File: src/rtl/n101_mrom_icb_ctrl_pkg.sv
// Shared constants and the command error decode for the N101 mask-ROM ICB front-end.
package n101_mrom_icb_ctrl_pkg;

  localparam int MROM_AW     = 12;
  localparam int MROM_DW     = 32;
  localparam int MROM_ADDR_W = 32;
  localparam int MROM_RSP_DP = 2;

  // A command errors when it is a write or is not word aligned.
  function automatic logic cmd_is_err(input logic read, input logic [1:0] addr_lsb);
    return ~read | (addr_lsb != 2'b00);
  endfunction

endpackage

File: src/rtl/n101_mrom_rsp_fifo.sv
// Response ring buffer: DP entries of W bits, in-order, with registered head output.
module n101_mrom_rsp_fifo #(
  parameter int DP = 2,
  parameter int W  = 33
) (
  input  logic         clk,
  input  logic         rst_n,
  input  logic         push,
  input  logic [W-1:0] push_data,
  input  logic         pop,
  output logic         full,
  output logic         empty,
  output logic [W-1:0] head
);

  localparam int PW = (DP > 1) ? $clog2(DP) : 1;
  localparam int CW = $clog2(DP + 1);

  logic [W-1:0]  mem [DP];
  logic [PW-1:0] wr_ptr;
  logic [PW-1:0] rd_ptr;
  logic [CW-1:0] cnt;

  function automatic logic [PW-1:0] next_ptr(input logic [PW-1:0] p);
    return (p == PW'(DP - 1)) ? '0 : p + 1'b1;
  endfunction

  // Pointer and occupancy bookkeeping; simultaneous push and pop leave cnt unchanged.
  // NOTE: sequential state uses non-blocking assignments so every flop samples pre-edge values.
  always_ff @(posedge clk or negedge rst_n) begin
    if (!rst_n) begin
      wr_ptr <= '0;
      rd_ptr <= '0;
      cnt    <= '0;
    end else begin
      if (push) wr_ptr <= next_ptr(wr_ptr);
      if (pop)  rd_ptr <= next_ptr(rd_ptr);
      case ({push, pop})
        2'b10:   cnt <= cnt + 1'b1;
        2'b01:   cnt <= cnt - 1'b1;
        default: cnt <= cnt;
      endcase
    end
  end

  // Entry storage written on push.
  // NOTE: storage has no reset; an entry is only observed after it has been written.
  always_ff @(posedge clk) begin
    if (push) mem[wr_ptr] <= push_data;
  end

  assign full  = (cnt == CW'(DP));
  assign empty = (cnt == '0);
  // Masking an empty head keeps unwritten storage from reaching the outputs after reset.
  assign head  = empty ? '0 : mem[rd_ptr];

endmodule

File: src/rtl/n101_mrom_icb_ctrl.sv
// ICB slave front-end for the N101 mask ROM: address slice, error decode, in-order responses.
module n101_mrom_icb_ctrl
  import n101_mrom_icb_ctrl_pkg::*;
#(
  parameter int AW     = MROM_AW,
  parameter int DW     = MROM_DW,
  parameter int ADDR_W = MROM_ADDR_W,
  parameter int RSP_DP = MROM_RSP_DP
) (
  input  logic              clk,
  input  logic              rst_n,
  input  logic              i_icb_cmd_valid,
  output logic              i_icb_cmd_ready,
  input  logic [ADDR_W-1:0] i_icb_cmd_addr,
  input  logic              i_icb_cmd_read,
  input  logic [DW-1:0]     i_icb_cmd_wdata,
  input  logic [DW/8-1:0]   i_icb_cmd_wmask,
  output logic              i_icb_rsp_valid,
  input  logic              i_icb_rsp_ready,
  output logic              i_icb_rsp_err,
  output logic [DW-1:0]     i_icb_rsp_rdata,
  output logic [AW-3:0]     rom_addr,
  input  logic [DW-1:0]     rom_dout
);

  logic          cmd_hsk;
  logic          rsp_hsk;
  logic          cmd_err;
  logic          buf_full;
  logic          buf_empty;
  logic [DW:0]   push_data;
  logic [DW:0]   head;
  logic          unused;

  // The ROM sees the word address every cycle; the window decode happened upstream.
  assign rom_addr = i_icb_cmd_addr[AW-1:2];

  assign cmd_err   = cmd_is_err(i_icb_cmd_read, i_icb_cmd_addr[1:0]);
  assign push_data = {cmd_err, cmd_err ? {DW{1'b0}} : rom_dout};

  // Ready depends on buffer occupancy only, never on rsp_ready.
  assign i_icb_cmd_ready = ~buf_full;
  assign i_icb_rsp_valid = ~buf_empty;
  assign cmd_hsk         = i_icb_cmd_valid & i_icb_cmd_ready;
  assign rsp_hsk         = i_icb_rsp_valid & i_icb_rsp_ready;

  n101_mrom_rsp_fifo #(
    .DP (RSP_DP),
    .W  (DW + 1)
  ) u_rsp_fifo (
    .clk       (clk),
    .rst_n     (rst_n),
    .push      (cmd_hsk),
    .push_data (push_data),
    .pop       (rsp_hsk),
    .full      (buf_full),
    .empty     (buf_empty),
    .head      (head)
  );

  assign i_icb_rsp_err   = head[DW];
  assign i_icb_rsp_rdata = head[DW-1:0];

  // Write payload and out-of-window address bits have no effect on a ROM.
  assign unused = ^{i_icb_cmd_wdata, i_icb_cmd_wmask, i_icb_cmd_addr[ADDR_W-1:AW]};

endmodule

File: config.mk
export PLATFORM = sky130hd
export DESIGN_NAME = n101_mrom_icb_ctrl
export DESIGN_NICKNAME = d
export VERILOG_FILES = /design/src/rtl/n101_mrom_icb_ctrl_pkg.sv /design/src/rtl/n101_mrom_rsp_fifo.sv /design/src/rtl/n101_mrom_icb_ctrl.sv
export SDC_FILE = /design/constraint.sdc
export NUM_CORES = 1
export LEC_CHECK = 0
export BUFFER_PORTS_ARGS = -buffer_cell sky130_fd_sc_hd__buf_2
export CORE_MARGIN = 5
export CORE_UTILIZATION = 35
export CTS_BUF_LIST = sky130_fd_sc_hd__clkbuf_8
export CTS_CLUSTER_SIZE = 16
export DETAILED_ROUTE_END_ITERATION = 6
export GPL_TIMING_DRIVEN = 1
export PLACE_DENSITY = 0.66
export SETUP_SLACK_MARGIN = 0.3
export SKIP_CTS_REPAIR_TIMING = 1
export SYNTH_ARGS = -nofsm -noshare
export SYNTH_HDL_FRONTEND = slang
export SYNTH_SLANG_ARGS = --single-unit
export TNS_END_PERCENT = 30
File: constraint.sdc
create_clock -name clk -period 2.57 [get_ports clk]
set_clock_uncertainty 0.2 [all_clocks]
set_input_delay 0.514 -clock clk [delete_from_list [all_inputs] [get_ports clk]]
set_output_delay 0.514 -clock clk [all_outputs]
set_load 0.005 [all_outputs]
# [Word level (Yosys, flattened, before mapping)]
# Memories as Yosys holds them, arrays and structs flattened.
# Index checks and enable logic that the tools add are counted.
[totals] ff_bits=4 ram_bits=66 out_inout_bits=45 word_cells=27 memories=1
[classes] n_addsub=4 n_eq_ne=3 n_mux=7 n_bitwise=6 reduce_logical=3
[mem_list] name="u_rsp_fifo.mem" words=2 width=33 rd=1 rd_ports_with_merged_regs=0 wr=1 line_no="n101_mrom_rsp_fifo.sv:19" rtl="logic [W-1:0] mem [DP];"
[ops] operator="2-to-1 mux 33 bit" count=1
[ops] operator="2-to-1 mux 32 bit" count=1
[ops] operator="equality test 2 bit (second input constant)" count=2
[ops] operator="2-to-1 mux 1 bit" count=4
[ops] operator="one-hot mux 2 bit (2 select lines)" count=1
[ops] operator="nonzero test 2 bit" count=2
[ops] operator="inverter 1 bit" count=3
[ops] operator="adder 1 bit (second input constant)" count=2
[ops] operator="adder 2 x 1 -> 2 bit (second input constant)" count=1
[ops] operator="AND 1 bit" count=2
[ops] operator="equality test 2 x 1 -> 1 bit (second input constant)" count=1
[ops] operator="logical NOT 2 bit" count=1
[ops] operator="subtractor 2 x 1 -> 2 bit (second input constant)" count=1
[ops] operator="OR 1 bit" count=1

# [Logic depth before layout (Yosys ltp)]
[depth] word_depth=5 ltp_mapped=7 depth_no_buf=7

# [Hierarchy]
# From an unflattened synthesis, not the netlist that was laid out.
[unflattened] cells_unflattened=211 area_unflattened_um2=3194.3
[modules_own_cells] module="n101_mrom_rsp_fifo" n_inst=1 cells_each=155 area_each_um2=2687.6 seq_area_each_um2=2082.0
[modules_own_cells] module="n101_mrom_icb_ctrl" n_inst=1 cells_each=56 area_each_um2=506.7 seq_area_each_um2=0.0

# [Worst setup path after synthesis]
# OpenSTA, ideal clock, no wires.
[synth_path] path_type="register -> register" start="register u_rsp_fifo.cnt[0]" end="memory u_rsp_fifo.mem[0][0], enable pin" arrival_ns=2.111 required_ns=1.947 setup_slack_ns=-0.164 stages_incl_launch_ff=4 n_path_buf=0 path_cell_list="dfrtp_1 nand2b_1 nand2_1 nor2_1"
[synth_via] elab_chain_len=5
[synth_lines] item="start: declaration" line_no="n101_mrom_rsp_fifo.sv:22" rtl="logic [CW-1:0] cnt;"
[synth_lines] item="start signal: assignment" line_no="n101_mrom_rsp_fifo.sv:39" rtl="2'b10: cnt <= cnt + 1'b1;"
[synth_lines] item="start signal: assignment" line_no="n101_mrom_rsp_fifo.sv:40" rtl="2'b01: cnt <= cnt - 1'b1;"
[synth_lines] item="start signal: assignment" line_no="n101_mrom_rsp_fifo.sv:41" rtl="default: cnt <= cnt;"
[synth_lines] item="equality test 2 bit" line_no="n101_mrom_rsp_fifo.sv:52" rtl="assign full = (cnt == CW'(DP));"
[synth_lines] item="inverter 1 bit" line_no="n101_mrom_icb_ctrl.sv:42" rtl="assign i_icb_cmd_ready = ~buf_full;"
[synth_lines] item="named net i_icb_cmd_ready" line_no="n101_mrom_icb_ctrl.sv:13" rtl="output logic i_icb_cmd_ready,"
[synth_lines] item="AND 1 bit" line_no="n101_mrom_icb_ctrl.sv:44" rtl="assign cmd_hsk = i_icb_cmd_valid & i_icb_cmd_ready;"
[synth_lines] item="2-to-1 mux 1 bit" line_no="n101_mrom_rsp_fifo.sv:49" rtl="if (push) mem[wr_ptr] <= push_data;"
[synth_lines] item="2-to-1 mux 1 bit (not written as such)" line_no="n101_mrom_rsp_fifo.sv:49"
[synth_lines] item="end: declaration" line_no="n101_mrom_rsp_fifo.sv:19"
# The timed path passes the listed nets, and every way through them passes these cells.

# [Worst setup path in the final report]
[layout_path] start="register u_rsp_fifo.rd_ptr" end="output i_icb_rsp_rdata[1]"
[layout_via] elab_chain_len=2
[layout_lines] item="start: declaration" line_no="n101_mrom_rsp_fifo.sv:21" rtl="logic [PW-1:0] rd_ptr;"
[layout_lines] item="start signal: assignment" line_no="n101_mrom_rsp_fifo.sv:37" rtl="if (pop) rd_ptr <= next_ptr(rd_ptr);"
[layout_lines] item="memory (2 x 33 bit)"
[layout_lines] item="2-to-1 mux 33 bit" line_no="n101_mrom_rsp_fifo.sv:55" rtl="assign head = empty ? '0 : mem[rd_ptr];"
[layout_lines] item="end: declaration" line_no="n101_mrom_icb_ctrl.sv:21" rtl="output logic [DW-1:0] i_icb_rsp_rdata,"
# Every way passes these cells.

==> reports/qor.yml <==
routing:
  ant_nets: 0
  drc_errors: 0
  drt-initial-drc-count: 38
  drt-total-wl_um: 5610
  dr.pass1.iters: 4
  via_count: 1728
  vias_per_cell: 4.442
  routedWlPerCell_um: 14.42
clock_network:
  cts_tree: "done"
  htreeDepth: 3
  clock_path_buffers: 2
  worstSkewPairLatency_ns: 0.33
  cts_buffers: 9
  clk_pin_slew_ns: 0.08
  clock-sinks: 70
  root_buffer: "clkbuf_8"
die:
  ioPinCount: 150
  die_h_um: 102.6
  fp.dieW_um: 102.6
  dieArea_sq_um: 10530
  rows: 33
  core_sq_um: 8299
  start_util_pct: 36.18
sta:
  setup-tns-final_ns: 0
  rsz0062_at_grt: "false"
  hold_viol: 0
  drv_slew: 0
  min_period_ns: 2.126
  setup_violations: 0
  min_period_over_period_pct: 82.74
  fin_hold_ws_ns: 0.2702
  max_freq_mhz: 470.3
  worst_slew_pin_slew_ns: 0.4742
  slew_headroom_pct: 68.31
synth:
  ys_top_cells_by_area: "edfxtp_1, mux2i_1, and2_1, nor2_1, dfrtp_1"
  syn_nets: 310
  synth_area_leader_cell: "edfxtp_1"
  yosysWarnings: 0
  async_reset_ff_share_pct: 5.714
  ys_seq_area_share_pct: 69.33
  synth.avg_cell_area_sq_um: 14.72
  synth.top_cell.area_share_pct: 66.00
  synth_edf_count: 66
  synth_area_sq_um: 3003
  synth_common_cells: "edfxtp_1, nor2_1, mux2i_1, and2_1, buf_4"
  synth_most_common_cell: "edfxtp_1"
  synthCells: 204
  ys_seq_elements: 70
  synth_cell_types: 20
  dominantRegCellSynth: "edfxtp_1"
critical_path:
  worstPathMaxFanout: 19
  critPathRequiredTime_ns: 1.86
  end_kind: "primary output"
  crit_slowest_cell: "dfrtp_2"
  cp.arrival_ns: 1.41
  path_buf_inv: 2
  path_cells: "buf_6 > mux2i_1 > nor2_1 > buf_2"
  max_stage_delay_ns: 0.37
  start_kind: "register"
  crit_type: "register to primary output"
  cp_top_family: "buffers and inverters"
placement:
  place_congestion: 0.6618
  dpl.hpwl_um: 3792
  numPortBuffers: 73
grt:
  antenna_found_initial: 1
  grt_max_degree: 22
  grt_pass1_wl_um: 8894
  overflow: 0
  track_usage_pct: 11.40
  grt_pass1_vias: 1861
job:
  maxCapViolCount: 0
status:
  outcome: "finished, final reports clean"
pwr:
  internal_power_mw: 2.923
  p_leak_nw: 1.589
  p_per_area_nw_per_um2: 1110
  pwr-share-clk_pct: 24.9
  swShare_pct: 29.93
  switchingPower_mw: 1.248
  seq_power_share_pct: 39.9
  ir_drop_v: 0.0004462
  pwr-share-comb_pct: 35.2
  power_mw: 4.172
layout:
  nNetsFinal: 385
  fill_cells: 775
  num_antenna_cells: 0
  layout-drive-gt1-share_pct: 36.97
  syn_to_final_growth_pct: 25.12
worst_hold_path:
  min_path_type: "input port to register"
-- worst register-to-register path, delay by kind of cell, from the launching register on --
| family | cells | cell delay [ns] |
|---|---|---|
| buffers and inverters | 1 | 0.24 |
| DFF | 1 | 0.45 |
| and+or+nand+nor | 3 | 0.72 |
-- cells in the final DEF, fill, tap and decap left out, types with 2 or more instances in the layout --
master	n
dfrtp_1	3
mux2i_1	33
clkbuf_8	9
xor2_1	2
bufinv_16	3
inv_1	2
clkinv_2	2
xnor2_1	3
nor2_4	2
buf_2	73
nor2_1	34
edfxtp_1	66
and2_1	32
buf_4	4
buf_12	5
-- cells by family after synthesis --
family,after synthesis,synth area share (%)
simple gates,73,12.67
xor+xnor,5,1.459
flops,70,69.33
fa+ha+maj,1,0.4166
buf+inv,22,5.124
mux,33,11.00
-- per-layer routing --
| metal | part of all wire (%) | vias up | global-route usage [%] | routed length [um] |
|---|---|---|---|---|
| li1 | - | 857 | - | - |
| met3 | 7.8 | 15 | 3.721 | 439 |
| met1 | 40 | 797 | 13.00 | 2256 |
| met2 | 50 | 57 | 18.92 | 2786 |
| met5 | 0.30 | - | 0 | 17 |
| met4 | 2.0 | 2 | 6.256 | 110 |
-- stage by stage --
step	instances	worst slack, ns	utilization [%]	instance area (sq um)
after floorplan	204	0.3786	-	3005
after global placement	369	0.5501	41.69	3460
after detailed placement	369	0.5397	41.69	3460
after CTS	385	0.1623	44.53	3696
after global routing	389	0.3198	45.27	3757
final	389	0.4436	45.27	3757
-- flip-flops by register name, summed over array words and instances, names as in the netlist --
signal and count:
u_rsp_fifo.mem 66, u_rsp_fifo.cnt 2, u_rsp_fifo.rd_ptr 1, u_rsp_fifo.wr_ptr 1
-- path summary, 6_finish.rpt --
kind | startpoint | endpoint | slack (ns) | cells past startpoint
min in group asynchronous | rst_n | u_rsp_fifo.cnt[1] | 0.31 | 2
min | rom_dout[3] | u_rsp_fifo.mem[1][3] | 0.27 | 2
max | u_rsp_fifo.rd_ptr | i_icb_rsp_rdata[1] | 0.44 | 4
min reg2reg | u_rsp_fifo.cnt[1] | u_rsp_fifo.cnt[1] | 0.35 | 1
max reg2reg | u_rsp_fifo.cnt[0] | u_rsp_fifo.mem[0][31] | 0.68 | 4
max in group asynchronous | rst_n | u_rsp_fifo.rd_ptr | 1.71 | 2
-- cell type report --
cell class / instances / area (sq um) / share of cell area, %
clock buffers: 9 / 123.9 / 3.297
multi-input cells: 112 / 782.0 / 20.81
inverters: 2 / 7.507 / 0.1998
repair buffers: 84 / 516.7 / 13.75
clock inverters: 7 / 112.6 / 2.997
flip-flops and latches: 70 / 2083 / 55.44
well taps: 105 / 131.4 / 3.497
-- power by group through the flow --
stage	clock (mW)	sequential, mW	combinational, mW
after global routing	1.14	1.69	1.64
after floorplan	0	1.67	0.873
after global placement	0	1.68	1.42
after detailed placement	0	1.69	1.43
after CTS	1.08	1.67	1.43
final	1.04	1.66	1.47
No activity file was read; power rests on OpenSTA's default activity.
